**src/rtl/fp16_pkg.sv**
```systemverilog
// Shared constants and types for the fp32 -> fp16 narrowing stage.
// Flag word order on the wire is {nan, ovf, unf, inexact}.
package fp16_pkg;

    localparam int          FP32_BIAS = 127;
    localparam int          FP16_BIAS = 15;
    localparam logic [14:0] FP16_QNAN = 15'h7E00;
    localparam logic [14:0] FP16_INF  = 15'h7C00;
    localparam logic [14:0] FP16_MAXF = 15'h7BFF;

    typedef struct packed {
        logic nan;
        logic ovf;
        logic unf;
        logic inexact;
    } fp_flags_t;

    typedef enum logic [1:0] {
        FPC_ZERO,
        FPC_NORM,
        FPC_INF,
        FPC_NAN
    } fp_class_t;

endpackage

```
**src/rtl/fp_rne_rounder.sv**
```systemverilog
// Round-to-nearest-even on an 11-bit significand given guard and sticky bits.
// o_carry flags a wrap of the significand out of its 11-bit window.
module fp_rne_rounder (
    input  logic [10:0] i_mant,
    input  logic        i_guard,
    input  logic        i_sticky,
    output logic [10:0] o_mant,
    output logic        o_carry,
    output logic        o_inexact
);

    logic w_inc;

    assign w_inc              = i_guard & (i_sticky | i_mant[0]);
    assign {o_carry, o_mant}  = {1'b0, i_mant} + {11'd0, w_inc};
    assign o_inexact          = i_guard | i_sticky;

endmodule

```
**src/rtl/fp32_to_fp16_packer.sv**
```systemverilog
// Two-stage valid/ready pipeline narrowing fp32 words to fp16 with RNE,
// per-result exception flags and saturating overflow/underflow counters.
module fp32_to_fp16_packer
    import fp16_pkg::*;
#(
    parameter bit SAT_EN = 1'b1,
    parameter bit FTZ    = 1'b0,
    parameter int CNT_W  = 16
) (
    input  logic             clk,
    input  logic             rst,
    input  logic             in_valid,
    output logic             in_ready,
    input  logic [31:0]      in_data,
    output logic             out_valid,
    input  logic             out_ready,
    output logic [15:0]      out_data,
    output logic [3:0]       out_flags,
    input  logic             cnt_clr,
    output logic [CNT_W-1:0] ovf_cnt,
    output logic [CNT_W-1:0] unf_cnt
);

    logic              r_v1, r_v2;
    logic              r_sign;
    fp_class_t         r_cls;
    logic signed [8:0] r_exp;
    logic [23:0]       r_sig;
    logic [3:0]        r_sh;
    logic              r_mnz;
    logic [15:0]       r_data;
    fp_flags_t         r_flags;

    logic              w_ready_s1, w_ready_s2, w_out_hs;
    fp_class_t         w_cls;
    logic signed [8:0] w_e;
    logic [3:0]        w_sh;
    logic [34:0]       w_x;
    logic [10:0]       w_rmant;
    logic              w_rcarry, w_inexact;
    logic [9:0]        w_exp16;
    logic [15:0]       w_data;
    fp_flags_t         w_flags;
    logic [1:0]        w_hit;

    assign w_ready_s2 = !r_v2 || out_ready;
    assign w_ready_s1 = !r_v1 || w_ready_s2;
    assign in_ready   = !rst && w_ready_s1;
    assign w_out_hs   = r_v2 && out_ready;

    // Stage 1: classify, unbias, and pick the subnormal denormalising shift
    assign w_e = {1'b0, in_data[30:23]} - 9'(FP32_BIAS);

    always_comb begin
        w_cls = FPC_NORM;
        if (in_data[30:23] == 8'hFF) begin
            w_cls = (in_data[22:0] != 23'd0) ? FPC_NAN : FPC_INF;
        end else if (in_data[30:23] == 8'h00) begin
            w_cls = FPC_ZERO;
        end
    end

    // Shift 12 parks the hidden bit in the sticky field, which yields zero+inexact
    always_comb begin
        w_sh = 4'd0;
        if (w_e < -9'sd25) begin
            w_sh = 4'd12;
        end else if (w_e < -9'sd14) begin
            w_sh = 4'(-9'sd14 - w_e);
        end
    end

    // Stage 2: align into an 11-bit window + guard + sticky, round, pack
    assign w_x = {r_sig, 11'd0} >> r_sh;

    fp_rne_rounder u_rnd (
        .i_mant    (w_x[34:24]),
        .i_guard   (w_x[23]),
        .i_sticky  (|w_x[22:0]),
        .o_mant    (w_rmant),
        .o_carry   (w_rcarry),
        .o_inexact (w_inexact)
    );

    assign w_exp16 = {r_exp[8], r_exp} + 10'(FP16_BIAS) + {9'd0, w_rcarry};

    always_comb begin
        w_data  = '0;
        w_flags = '0;
        case (r_cls)
            FPC_NAN: begin
                w_data      = {r_sign, FP16_QNAN};
                w_flags.nan = 1'b1;
            end
            FPC_INF: begin
                w_data = {r_sign, FP16_INF};
            end
            FPC_ZERO: begin
                w_data          = {r_sign, 15'd0};
                w_flags.unf     = r_mnz;
                w_flags.inexact = r_mnz;
            end
            FPC_NORM: begin
                if (r_exp > 9'sd15 || (r_sh == 4'd0 && w_exp16 >= 10'd31)) begin
                    w_data          = {r_sign, (SAT_EN ? FP16_MAXF : FP16_INF)};
                    w_flags.ovf     = 1'b1;
                    w_flags.inexact = 1'b1;
                end else if (r_sh == 4'd0) begin
                    w_data          = {r_sign, w_exp16[4:0], w_rmant[9:0]};
                    w_flags.inexact = w_inexact;
                end else if (FTZ && !w_rmant[10]) begin
                    w_data          = {r_sign, 15'd0};
                    w_flags.unf     = 1'b1;
                    w_flags.inexact = 1'b1;
                end else begin
                    // A round-up into bit 10 lands exactly on the smallest normal
                    w_data          = {r_sign, 4'd0, w_rmant};
                    w_flags.unf     = !w_rmant[10] && w_inexact;
                    w_flags.inexact = w_inexact;
                end
            end
            default: begin
                w_data = '0;
            end
        endcase
    end

    always_ff @(posedge clk) begin
        if (rst) begin
            r_v1    <= 1'b0;
            r_v2    <= 1'b0;
            r_sign  <= 1'b0;
            r_cls   <= FPC_ZERO;
            r_exp   <= '0;
            r_sig   <= '0;
            r_sh    <= '0;
            r_mnz   <= 1'b0;
            r_data  <= '0;
            r_flags <= '0;
        end else begin
            if (w_ready_s1) begin
                r_v1 <= in_valid;
                if (in_valid) begin
                    r_sign <= in_data[31];
                    r_cls  <= w_cls;
                    r_exp  <= w_e;
                    r_sig  <= {1'b1, in_data[22:0]};
                    r_sh   <= w_sh;
                    r_mnz  <= (in_data[22:0] != 23'd0);
                end
            end
            if (w_ready_s2) begin
                r_v2 <= r_v1;
                if (r_v1) begin
                    r_data  <= w_data;
                    r_flags <= w_flags;
                end
            end
        end
    end

    // Counter 0 tracks ovf, counter 1 tracks unf; clear beats increment
    assign w_hit = {r_flags.unf, r_flags.ovf};

    genvar gi;
    generate
        for (gi = 0; gi < 2; gi++) begin : g_cnt
            logic [CNT_W-1:0] r_cnt;
            always_ff @(posedge clk) begin
                if (rst || cnt_clr) begin
                    r_cnt <= '0;
                end else if (w_out_hs && w_hit[gi] && r_cnt != '1) begin
                    r_cnt <= r_cnt + CNT_W'(1);
                end
            end
        end
    endgenerate

    assign out_valid = r_v2;
    assign out_data  = r_data;
    assign out_flags = r_flags;
    assign ovf_cnt   = g_cnt[0].r_cnt;
    assign unf_cnt   = g_cnt[1].r_cnt;

endmodule

```
**config.mk**
```make
export PLATFORM = sky130hd
export DESIGN_NAME = fp32_to_fp16_packer
export DESIGN_NICKNAME = d
export VERILOG_FILES = /design/src/rtl/fp16_pkg.sv /design/src/rtl/fp_rne_rounder.sv /design/src/rtl/fp32_to_fp16_packer.sv
export SDC_FILE = /design/constraint.sdc
export NUM_CORES = 1
export LEC_CHECK = 0
export ABC_AREA = 1
export CORE_MARGIN = 5
export CORE_UTILIZATION = 60
export CTS_BUF_LIST = sky130_fd_sc_hd__clkbuf_8
export DETAILED_ROUTE_END_ITERATION = 10
export GPL_TIMING_DRIVEN = 0
export PLACE_DENSITY_LB_ADDON = 0.2
export SLEW_MARGIN = 10
export SYNTH_ARGS = -nofsm -noshare
export SYNTH_HDL_FRONTEND = slang
export SYNTH_SLANG_ARGS = --single-unit
```
**constraint.sdc**
```tcl
create_clock -name clk -period 8.4 [get_ports clk]
set_input_delay 1.68 -clock clk [delete_from_list [all_inputs] [get_ports clk]]
set_output_delay 1.68 -clock clk [all_outputs]
set_load 0.05 [all_outputs]
```
# [Word-level counts from Yosys, hierarchy flattened]
# Index checks and enable logic that the tools add are counted.
[totals] reg_bits=95
[op_classes] order_cmp=4 shifts=1 mux=15 bitwise_logic=3 addsub=7 n_reduce_logical=23 n_eq_ne=6
[op_table] op="16-bit case mux with 4 select lines" n=1
[op_table] op="35-bit by 4-bit >> shifter with 35-bit output" n=1
[op_table] op="16-bit by 1-bit adder with 16-bit output (second input constant)" n=2
[op_table] op="16-bit != test (second input constant)" n=2
[op_table] op="15-bit two-way mux" n=2
[op_table] op="23-bit nonzero test" n=1
[op_table] op="23-bit OR reduction" n=1
[op_table] op="11-bit by 1-bit adder with 12-bit output" n=1
[op_table] op="10-bit by 1-bit adder with 10-bit output" n=1
[op_table] op="9-bit by 5-bit adder with 10-bit output (second input constant)" n=1
[op_table] op="10-bit by 5-bit >= comparator with 1-bit output (second input constant)" n=1
[op_table] op="9-bit by 5-bit > comparator with 1-bit output (second input constant)" n=1
[op_table] op="9-bit by 5-bit less-than comparator with 1-bit output (second input constant)" n=1
[op_table] op="9-bit by 6-bit less-than comparator with 1-bit output (second input constant)" n=1
[op_table] op="8-bit by 7-bit subtractor with 9-bit output (second input constant)" n=1
[op_table] op="8-bit == test (second input constant)" n=1
[op_table] op="1-bit logical AND" n=8
[op_table] op="8-bit zero test" n=1
[op_table] op="1-bit two-way mux" n=8
[op_table] op="4-bit two-way mux" n=2
[op_table] op="2-bit == test (second input constant)" n=2
[op_table] op="1-bit zero test" n=4
[op_table] op="4-bit zero test" n=1
[op_table] op="1-bit logical OR" n=4
[op_table] op="other kinds (8)" n=10

# [Longest topological paths before layout]
[depth] word_depth=11 ltp_mapped=27 mapped_depth_nobuf=26

# [Hierarchy]
# From an unflattened synthesis, not the netlist that was laid out.
[unflattened] cells_unflattened=826 area_unflattened_um2=5416.4
[by_module_without_submodules] mod="fp32_to_fp16_packer" cells_each=772 area_each_um2=5122.4 instances=1
[by_module_without_submodules] mod="fp_rne_rounder" cells_each=54 area_each_um2=294.0 instances=1

# [Worst setup path before layout]
# No wires, ideal clock.
[synth_timing] path_kind="input -> output" startpoint="in rst" endpoint="out in_ready" slack_ns=3.959 stages=6 required_ns=6.720 arrival_ns=2.761 path_buffers=3 cell_sequence="clkbuf_1 -> inv_1 -> clkbuf_1 -> clkbuf_1 -> nand2_1 -> inv_1"
[synth_via] elab_chain_len=2
[synth_rtl] item="start: declaration" line_no="fp32_to_fp16_packer.sv:11" text="input logic rst,"
[synth_rtl] item="1-bit zero test" line_no="fp32_to_fp16_packer.sv:48" text="assign in_ready = !rst && w_ready_s1;"
[synth_rtl] item="1-bit logical AND" line_no="fp32_to_fp16_packer.sv:48"
[synth_rtl] item="end: declaration" line_no="fp32_to_fp16_packer.sv:13" text="output logic in_ready,"
# Every way passes these cells.

# [Final worst setup path]
# Ends and elaborated chain as after synthesis.

==> reports/results.txt <==
The I/O pin count came out at 91. In the final layout, the share of cells above drive strength 1 is 6.22%. In this run, post-CTS repair resized a total of 0 instances. The y dimension of the die works out to 106 um.

The flop and latch count out of synthesis works out to 95. The worst hold path class is reg2reg. The worst pin sits at a relative slew slack of 56.9%. Along the worst path, the maximum fanout reaches 10. The number of failing hold endpoints at the final stage is 0.

The final instance area is 6690 um^2, and the register clock-pin slew on the reported worst setup and hold paths is 0.10 ns. The final cell count without fillers was 1057; the met1 wire length was 6040 um. The number of synthesis warnings was 0; the count of vias placed by the detailed router was 5953. The first detailed-routing pass took 5 iterations.

The share of total power in the clock network is 29.9%, and the die width is 106 um. Of all flip-flops after synthesis, the portion carrying an async set or reset was 0%. The count of routing violations after the opening detailed-route iteration was 352. For this run, the share of the core covered by cells in the final layout is 76.0%. The per-cell routed wire length is 13.9 um, and the vias per cell is 5.63.

A synthesized cell averages 6.49 um^2. The worst path buffer plus inverter count is 6. Traced cell by cell, the critical path runs through clkbuf_1 > inv_1 > clkbuf_1 > clkbuf_1 > nand2_1 > inv_1 > clkdlybuf4s50_1. At the worst endpoint, the arrival time is 3.82 ns. Among all flip-flop cells after synthesis, the most frequent one is sky130_fd_sc_hd__dfxtp_1.

STA classifies the critical path endpoint as an output port. The clock arrives with 0.0120 ns of skew. In this run, flip-flops and latches consume 49.9% of the power. Internal power comes to 655 uW.

Hold repair after CTS inserted 0 buffers. The area growth from synthesis to layout is 22.1%. The share of total power dissipated in combinational logic is 20.2%. The highest layer touched by signal routing is met4.

The logs give 0 for the initial antenna violation count and 989 for the net count of the finished layout. The run gives 0.38 ns as the clock insertion delay at the later pin of the skew report. The leakage power figure is 2.64 nW. The transition time of the tightest slew-check pin was 0.641 ns. The run gives 26.4% as the global-route total usage across every layer.

The clock passes through at most 2 buffers. The logs give 9 for the number of clock buffers inserted by TritonCTS and 19 for the pin count of the biggest net entering global routing. The logs give 844 for the synthesized instance count and 3 for the number of levels in the clock H-tree. Net switching is 32.6% of the power.

The instance count after placement with tap cells included is 1041. The sum of internal, switching and leakage power was 972 uW. Synthesis produced a netlist with a net count of 889.

After synthesis, flip-flops and latches occupy 34.7% of the total area. The total overflow left after global routing is 0. The flow ran to the end, and the final reports show no timing, DRC or antenna violations. Counting flops with a built-in enable in the synthesized netlist gives 0.

The filler cells instantiated in the layout total 702. The largest area contributor in the netlist is sky130_fd_sc_hd__dfxtp_1. Cell repeated most along the worst path: sky130_fd_sc_hd__clkbuf_1. The tools report the total negative slack as 0 ns. The region available for standard cell placement spans 8810 um^2.

Row generation in the floorplan step produced 34 rows. The repair_antennas step left the layout with diodes totalling 0. Synthesis instantiated 49 different standard cells from the library. The total count of max-transition violations in the final report was 0. The first global-routing pass estimated 24900 um of wire. The full die area is 11100 um^2. On the worst path, the slowest cell contributes a delay of 0.79 ns. The area of the mapped netlist is 5480 um^2. TritonCTS built the clock tree.

Root buffer cell: sky130_fd_sc_hd__clkbuf_8. Summed over all nets, the half-perimeter wirelength after detailed placement is 11500 um. In this run the biggest area consumer among cell types represents 34.7% of the synthesized area. Dividing total power by cell area gives a power density of 145 nW/um^2. The master of the slowest instance on the critical path is sky130_fd_sc_hd__clkdlybuf4s50_1. The most common cell in the synthesized netlist is sky130_fd_sc_hd__nand2_1. Once placement finished, the instance area stood at 6500 um^2. Summed over all nets, wire length on met2 after detailed routing comes to 7380 um. The critical path start-end classification is in2out. The logs give 0 for the number of nets with antenna violations after detailed routing and 6.72 ns for the required time at the endpoint of the critical path. Setup violations remaining at the end of the flow were counted as 0.

For this run, design rule violations remaining after detail routing come to 0. The tools report the net switching power figure as 317 uW. Max-cap violations in this run came to 0. The logs give 62.2% for the initial core utilization and 0.0805 mV for the highest ir drop seen on vdd. The met3 layer wire length in the routed design was 981 um. Input and output buffers added on the ports amount to 89. The CTS sink count is 95. In the post-synthesis netlist, the biggest area contributors are sky130_fd_sc_hd__dfxtp_1, sky130_fd_sc_hd__nand2_1, sky130_fd_sc_hd__a21oi_1, sky130_fd_sc_hd__nand3_1, sky130_fd_sc_hd__inv_1. Routability-driven placement finished with a final weighted congestion of 0.929.

STA classifies the critical path startpoint as a primary input. The post-CTS setup repair buffer count is 0, and the routed wire length is 14700 um. The clock period minus final worst setup slack works out to 5.50 ns. Post-route clock period utilization: 65.5%.

Across all register-to-register paths, the minimum setup slack is 4.64 ns. In the synthesized netlist, the cells that appear most often are sky130_fd_sc_hd__nand2_1, sky130_fd_sc_hd__dfxtp_1, sky130_fd_sc_hd__inv_1. The gate family responsible for the most delay along the worst path is buffers and inverters. Static timing analysis puts the maximum clock frequency at 0.182 GHz. For the via count of the first global-routing pass, the log shows 5628. Setup repair after global routing left no endpoint under its margin.
## cell families after synthesis
logic type / count (synthesis) / share of synthesized area [%]
simple gates: 436 / 35.4
compound gates: 167 / 16.4
buf+inv: 125 / 9.43
flops: 95 / 34.7
xor+xnor: 13 / 2.22
fa+ha+maj: 8 / 1.83
## placed cells by master, fill, tap and decap left out, types with 15 or more instances in the layout
| cell type | n |
|---|---|
| sky130_fd_sc_hd__nand2_1 | 207 |
| sky130_fd_sc_hd__clkbuf_1 | 20 |
| sky130_fd_sc_hd__a21oi_1 | 75 |
| sky130_fd_sc_hd__o21ai_0 | 66 |
| sky130_fd_sc_hd__dfxtp_1 | 95 |
| sky130_fd_sc_hd__nand3_1 | 70 |
| sky130_fd_sc_hd__inv_1 | 90 |
| sky130_fd_sc_hd__nor3_1 | 15 |
| sky130_fd_sc_hd__nor2_1 | 84 |
| sky130_fd_sc_hd__clkdlybuf4s50_1 | 89 |
## metrics by stage
step / hold slack, ns / setup slack [ns]
final: 0.473 / 2.90
after global routing: 0.505 / 2.76
after CTS: 0.474 / 2.91
after detailed placement: 0.460 / 2.92
after global placement: 0.451 / 2.95
after floorplan: 0.436 / 3.96
## worst paths after layout
| path | from | end | cells after the start |
|---|---|---|---|
| hold reg to reg | r_sig[6] | r_sig[6] | 2 |
| hold / removal | r_sig[6] | r_sig[6] | 2 |
| setup / recovery | rst | in_ready | 7 |
| setup reg to reg | r_sh[3] | out_data[11] | 20 |
## power groups by stage
stage                     sequential [mW]  clock [mW]  combinational, mW
final                               0.485       0.291              0.196
after global routing                0.487       0.313              0.219
after CTS                           0.484       0.292              0.195
after detailed placement            0.494           0              0.193
after global placement              0.494           0              0.189
after floorplan                     0.508           0              0.118
## registers in the layout, summed over array words and instances, names as in the netlist
name and flops:
r_sign 1, out_data 16, r_cls 2, ovf_cnt 16
r_sig 24, out_valid 1, r_mnz 1, out_flags 4
r_v1 1, r_sh 4, r_exp 9, unf_cnt 16
## routing by layer
layer | track usage [%] | vias to the layer above
li1 | - | 2987
met1 | 30.9 | 2696
met2 | 49.0 | 241
met3 | 4.28 | 29
met4 | 8.23 | 0
met5 | 0 | -
## final cells by class
cell class,instances,area (um^2),share of cell area (%)
clock buffers,9,124,1.85
well taps,108,135,2.02
multi-input cells,624,3060,45.7
plain buffers,29,154,2.30
repair buffers,89,891,13.3
clock inverters,7,61.3,0.916
inverters,96,363,5.42
flip-flops and latches,95,1900,28.4
## worst min-delay path, delay by kind of cell (launching register included)
kind / cells / cell delay (ns)
buffers and inverters: 1 / 0.06
AOI/OAI and AO/OA: 1 / 0.06
DFF: 1 / 0.32
Power figures use the tool's default switching activity.
==> RTL change 1 (config.mk and constraints unchanged) <==
Put a register stage on the output `ovf_cnt`, with the module's reset. The value now appears one clock later. The other outputs are not delayed to match.
--- a/src/rtl/fp32_to_fp16_packer.sv
+++ b/src/rtl/fp32_to_fp16_packer.sv
@@ -179,7 +179,13 @@
     assign out_valid = r_v2;
     assign out_data  = r_data;
     assign out_flags = r_flags;
-    assign ovf_cnt   = g_cnt[0].r_cnt;
+    always_ff @(posedge clk) begin
+        if (rst) begin
+            ovf_cnt <= '0;
+        end else begin
+            ovf_cnt <= g_cnt[0].r_cnt;
+        end
+    end
     assign unf_cnt   = g_cnt[1].r_cnt;
 
 endmodule
Check against the original RTL: not equivalent (Yosys sat finds a counterexample within 4 cycles, from zero or initial values and one cycle with rst high).
==> RTL change 1 against the original RTL <==
Die area increased by 5.2%. Wire length is 0.33% higher. Combinational power rose by 9%. Area after synthesis up 5.8%. Clock skew grew 1.1 ps. Sequential cell count up 16. Highest routed layer unchanged. Via count is 0.40% higher. Power grew 12%. Synthesized cell count is 3.2% higher. Design area up 5.3%. Worst setup slack improved by 290 ps. Count of clock-buffer cells in the layout up 1.
==> RTL change 1: results (changes against the original RTL) <==
Mapped Avg Cell Area=6.655 um2 (+2.5%); Pre-antenna DRT Iters=6 (+1); FF-to-FF path depth=25 (+25%); post-synthesis compound-gate area fraction=15.09% (-1.3 points); initial DRC count=446 (+27%); detailed-route via count=5977 (+0.40%); share of layout cells above drive strength 1=6.762% (+0.55 points); clk_skew=13.12 ps (+1.086 ps); Mapped Nets=916 (+3.0%); Peak VDD IR=0.09266 mV (+15%); Fillers=813 (+16%); status=finished, final reports clean; RR Startpoint=r_sh[0]; top cells by area, synth=dfxtp_1 (38%), nand2_1 (12%), nor2_1 (8.4%); largest net degree at the start of global routing=21 (+2); Post-Place Cells=1089 (+4.6%); Synth Area in XOR/XNOR=1.662% (-0.55 points); final net count=1016 (+2.7%); Commonest cells post-synth=nand2_1 (190), nor2_1 (129), dfxtp_1 (111); worst endpoint data arrival time=3540 ps (-280 ps); DP HPWL=11.28 mm (-2.0%); drt total wl=14.75 mm (+0.33%); standby leakage power=2.794 nW (+6.0%); vias in the first global route=5325 (-5.4%); min-delay src=out_flags[3]
## RTL change 1: cell count changes after synthesis, moves of 4 or more
cell      unedited run  this run
nor2_2               7         3
nor2_1              84       129
nand3_2              3         7
inv_1               90        86
nor4_1              13         7
a21oi_1             75        70
dfxtp_1             95       111
nand2_2              7        13
a31oi_1              5         1
nand2_1            207       190
nand3_1             70        60
a211oi_1             2         8
nor3_1              15        22
## RTL change 1: tightest hold or removal path: stages, from the launching register on
cell,delay (ps)
dfxtp_1,330
nand2_1,60
a21oi_1,60
## RTL change 1: power breakdown
group	internal, mW	switching, mW
logic	0.0763	0.137
clock network	0.124	0.196
registers	0.546	0.0139
## RTL change 1: worst paths after layout
kind	end	slack, ps
setup reg to reg	out_data[14]	4740
setup / recovery	in_ready	3180
hold reg to reg	out_flags[3]	480
hold / removal	out_flags[3]	480
## RTL change 1: metrics by stage
step | cell area [um2] | hold WS (ps) | worst slack, ps
after floorplan | 5797 | 426.6 | 4105
after global placement | 6849 | 448.1 | 3189
after detailed placement | 6849 | 455.0 | 3183
after CTS | 7043 | 472.0 | 3184
after global routing | 7043 | 487.6 | 2983
final | 7043 | 475.6 | 3184
## RTL change 1: cell families (layout without fill, tap and decap cells)
family	after synthesis	in the layout
buffers and inverters	125	230
DFF	111	111
and+or+nand+nor	453	453
xor gates and xnor gates	11	11
AOI/OAI and AO/OA	163	163
adders and majority gates	8	8
## RTL change 1: layer usage
metal / global-route usage [%] / wire length [um] / up-vias
met5: 0 / 0 / -
met4: 7.755 / 284 / 0
met3: 3.164 / 1054 / 26
li1: - / - / 3049
met2: 41.07 / 6580 / 221
met1: 36.72 / 6834 / 2681
## RTL change 1: area by class of cell
type / count / area (um2) / area share (%)
multi-input combinational: 635 / 3057 / 43.40
clock inverter: 6 / 56.30 / 0.7994
inverter: 91 / 344.1 / 4.885
timing repair buffer: 89 / 890.9 / 12.65
sequential: 111 / 2222 / 31.55
buffer: 34 / 173.9 / 2.469
tap: 129 / 161.4 / 2.292
clock buffer: 10 / 137.6 / 1.954
==> RTL change 2 (same settings) <==
Without the edit above. `FP16_MAXF`: 15'h7BFF -> 15'h5CFF.
--- a/src/rtl/fp16_pkg.sv
+++ b/src/rtl/fp16_pkg.sv
@@ -6,7 +6,7 @@
     localparam int          FP16_BIAS = 15;
     localparam logic [14:0] FP16_QNAN = 15'h7E00;
     localparam logic [14:0] FP16_INF  = 15'h7C00;
-    localparam logic [14:0] FP16_MAXF = 15'h7BFF;
+    localparam logic [14:0] FP16_MAXF = 15'h5CFF;
 
     typedef struct packed {
         logic nan;
Check against the original RTL: not equivalent (Yosys sat finds a counterexample within 4 cycles, from zero or initial values and one cycle with rst high).
==> RTL change 2 against the original RTL <==
Worst setup slack improved by 400 ps. Sequential share of layout area rose by 0.55 points. Sequential cell count did not move. Clock power increased by 19%. Design area fell by 1.9%. Area after synthesis is 3.1% lower. Largest cell class unchanged. Power is 6.7% higher. Wire length decreased by 2.2%.
==> RTL change 2: results (changes against the original RTL) <==
Finished Layout Cells=1029 (-2.6%); wire per inst=13.97 um (+0.44%); post-synthesis cell type count=43 (-12%); GP Congestion=0.9699 (+4.4%); min-delay src=r_sig[8]; initial DRC count=290 (-18%); Net Switching=0.3132 mW (-1.1%); Peak VDD IR=0.1012 mV (+26%); clk_skew=14.80 ps (+2.764 ps); Most flops, register=r_sig; pre-CTS WS=3315 ps (+393.3 ps); final net count=962 (-2.7%); r2r endpoint=out_data[5]; Mapped Nets=862 (-3.0%); vias in the first global route=5543 (-1.5%); standby leakage power=2.695 nW (+2.3%); status=finished, final reports clean; top cells by area, synth=dfxtp_1 (36%), nand2_1 (14%), nor2_1 (6.9%); first-pass GRT wire length=24.41 mm (-1.9%); worst endpoint data arrival time=3420 ps (-400 ps); Area after DPL=0.006337 mm2 (-2.6%); Mapped Cells=817 (-3.2%); crit-path max FO=10 (unchanged); DP HPWL=11.44 mm (-0.60%); Hold Path End=r_sig[8]; RR Startpoint=r_sh[0]; hold_ws=463.2 ps (-10.08 ps); via density per instance=5.509 (-2.2%); largest net degree at the start of global routing=17 (-2); FF-to-FF path depth=24 (+20%); sequential fraction of the synthesis area=35.81% (+1.1 points); reg2reg setup slack=4900 ps (+260 ps); share of layout cells above drive strength 1=6.189% (-0.028 points); Commonest cells post-synth=nand2_1 (194), nor2_1 (98), dfxtp_1 (95)
RTL change 2: critical path: cells and delay by family:
family,cells,cell delay [ps]
buf+inv,5,1630
simple gates,1,100
RTL change 2: layer usage:
metal | wire, um | track usage, %
met5 | 0 | 0
met3 | 849 | 4.407
met1 | 5855 | 29.72
met2 | 7203 | 47.50
met4 | 471 | 12.86
RTL change 2: logic make-up after synthesis:
logic type	after synthesis	share of synthesized area, %
and+or+nand+nor	420	34.79
AOI/OAI and AO/OA	152	15.50
buffers and inverters	127	9.540
DFF	95	35.81
xor gates and xnor gates	15	2.473
adders and majority gates	8	1.885
RTL change 2: how the worst max path moves through the flow:
stage / start / end / slack [ps]
floorplan: rst / in_ready / 4190
global placement: rst / in_ready / 3360
detailed placement: rst / in_ready / 3310
CTS: rst / in_ready / 3290
global route: rst / in_ready / 3140
finish: rst / in_ready / 3300
RTL change 2: area by class of cell:
cell class | count | area [um2]
Timing Repair Buffer | 89 | 890.9
Multi-Input combinational cell | 595 | 2903
Buffer | 30 | 142.6
Clock buffer | 10 | 137.6
Sequential cell | 95 | 1902
Inverter | 97 | 364.1
Clock inverter | 5 | 88.84
Tap cell | 108 | 135.1
Fill cell | 702 | 2115
RTL change 2: power by group through the flow:
| stage | clock network (mW) | logic, mW | registers (mW) |
|---|---|---|---|
| 2_1_floorplan | 0 | 0.126 | 0.506 |
| 3_3_place_gp | 0 | 0.198 | 0.493 |
| 3_5_place_dp | 0 | 0.204 | 0.493 |
| 4_1_cts | 0.349 | 0.204 | 0.483 |
| 5_1_grt | 0.371 | 0.230 | 0.486 |
| 6_report | 0.347 | 0.206 | 0.484 |
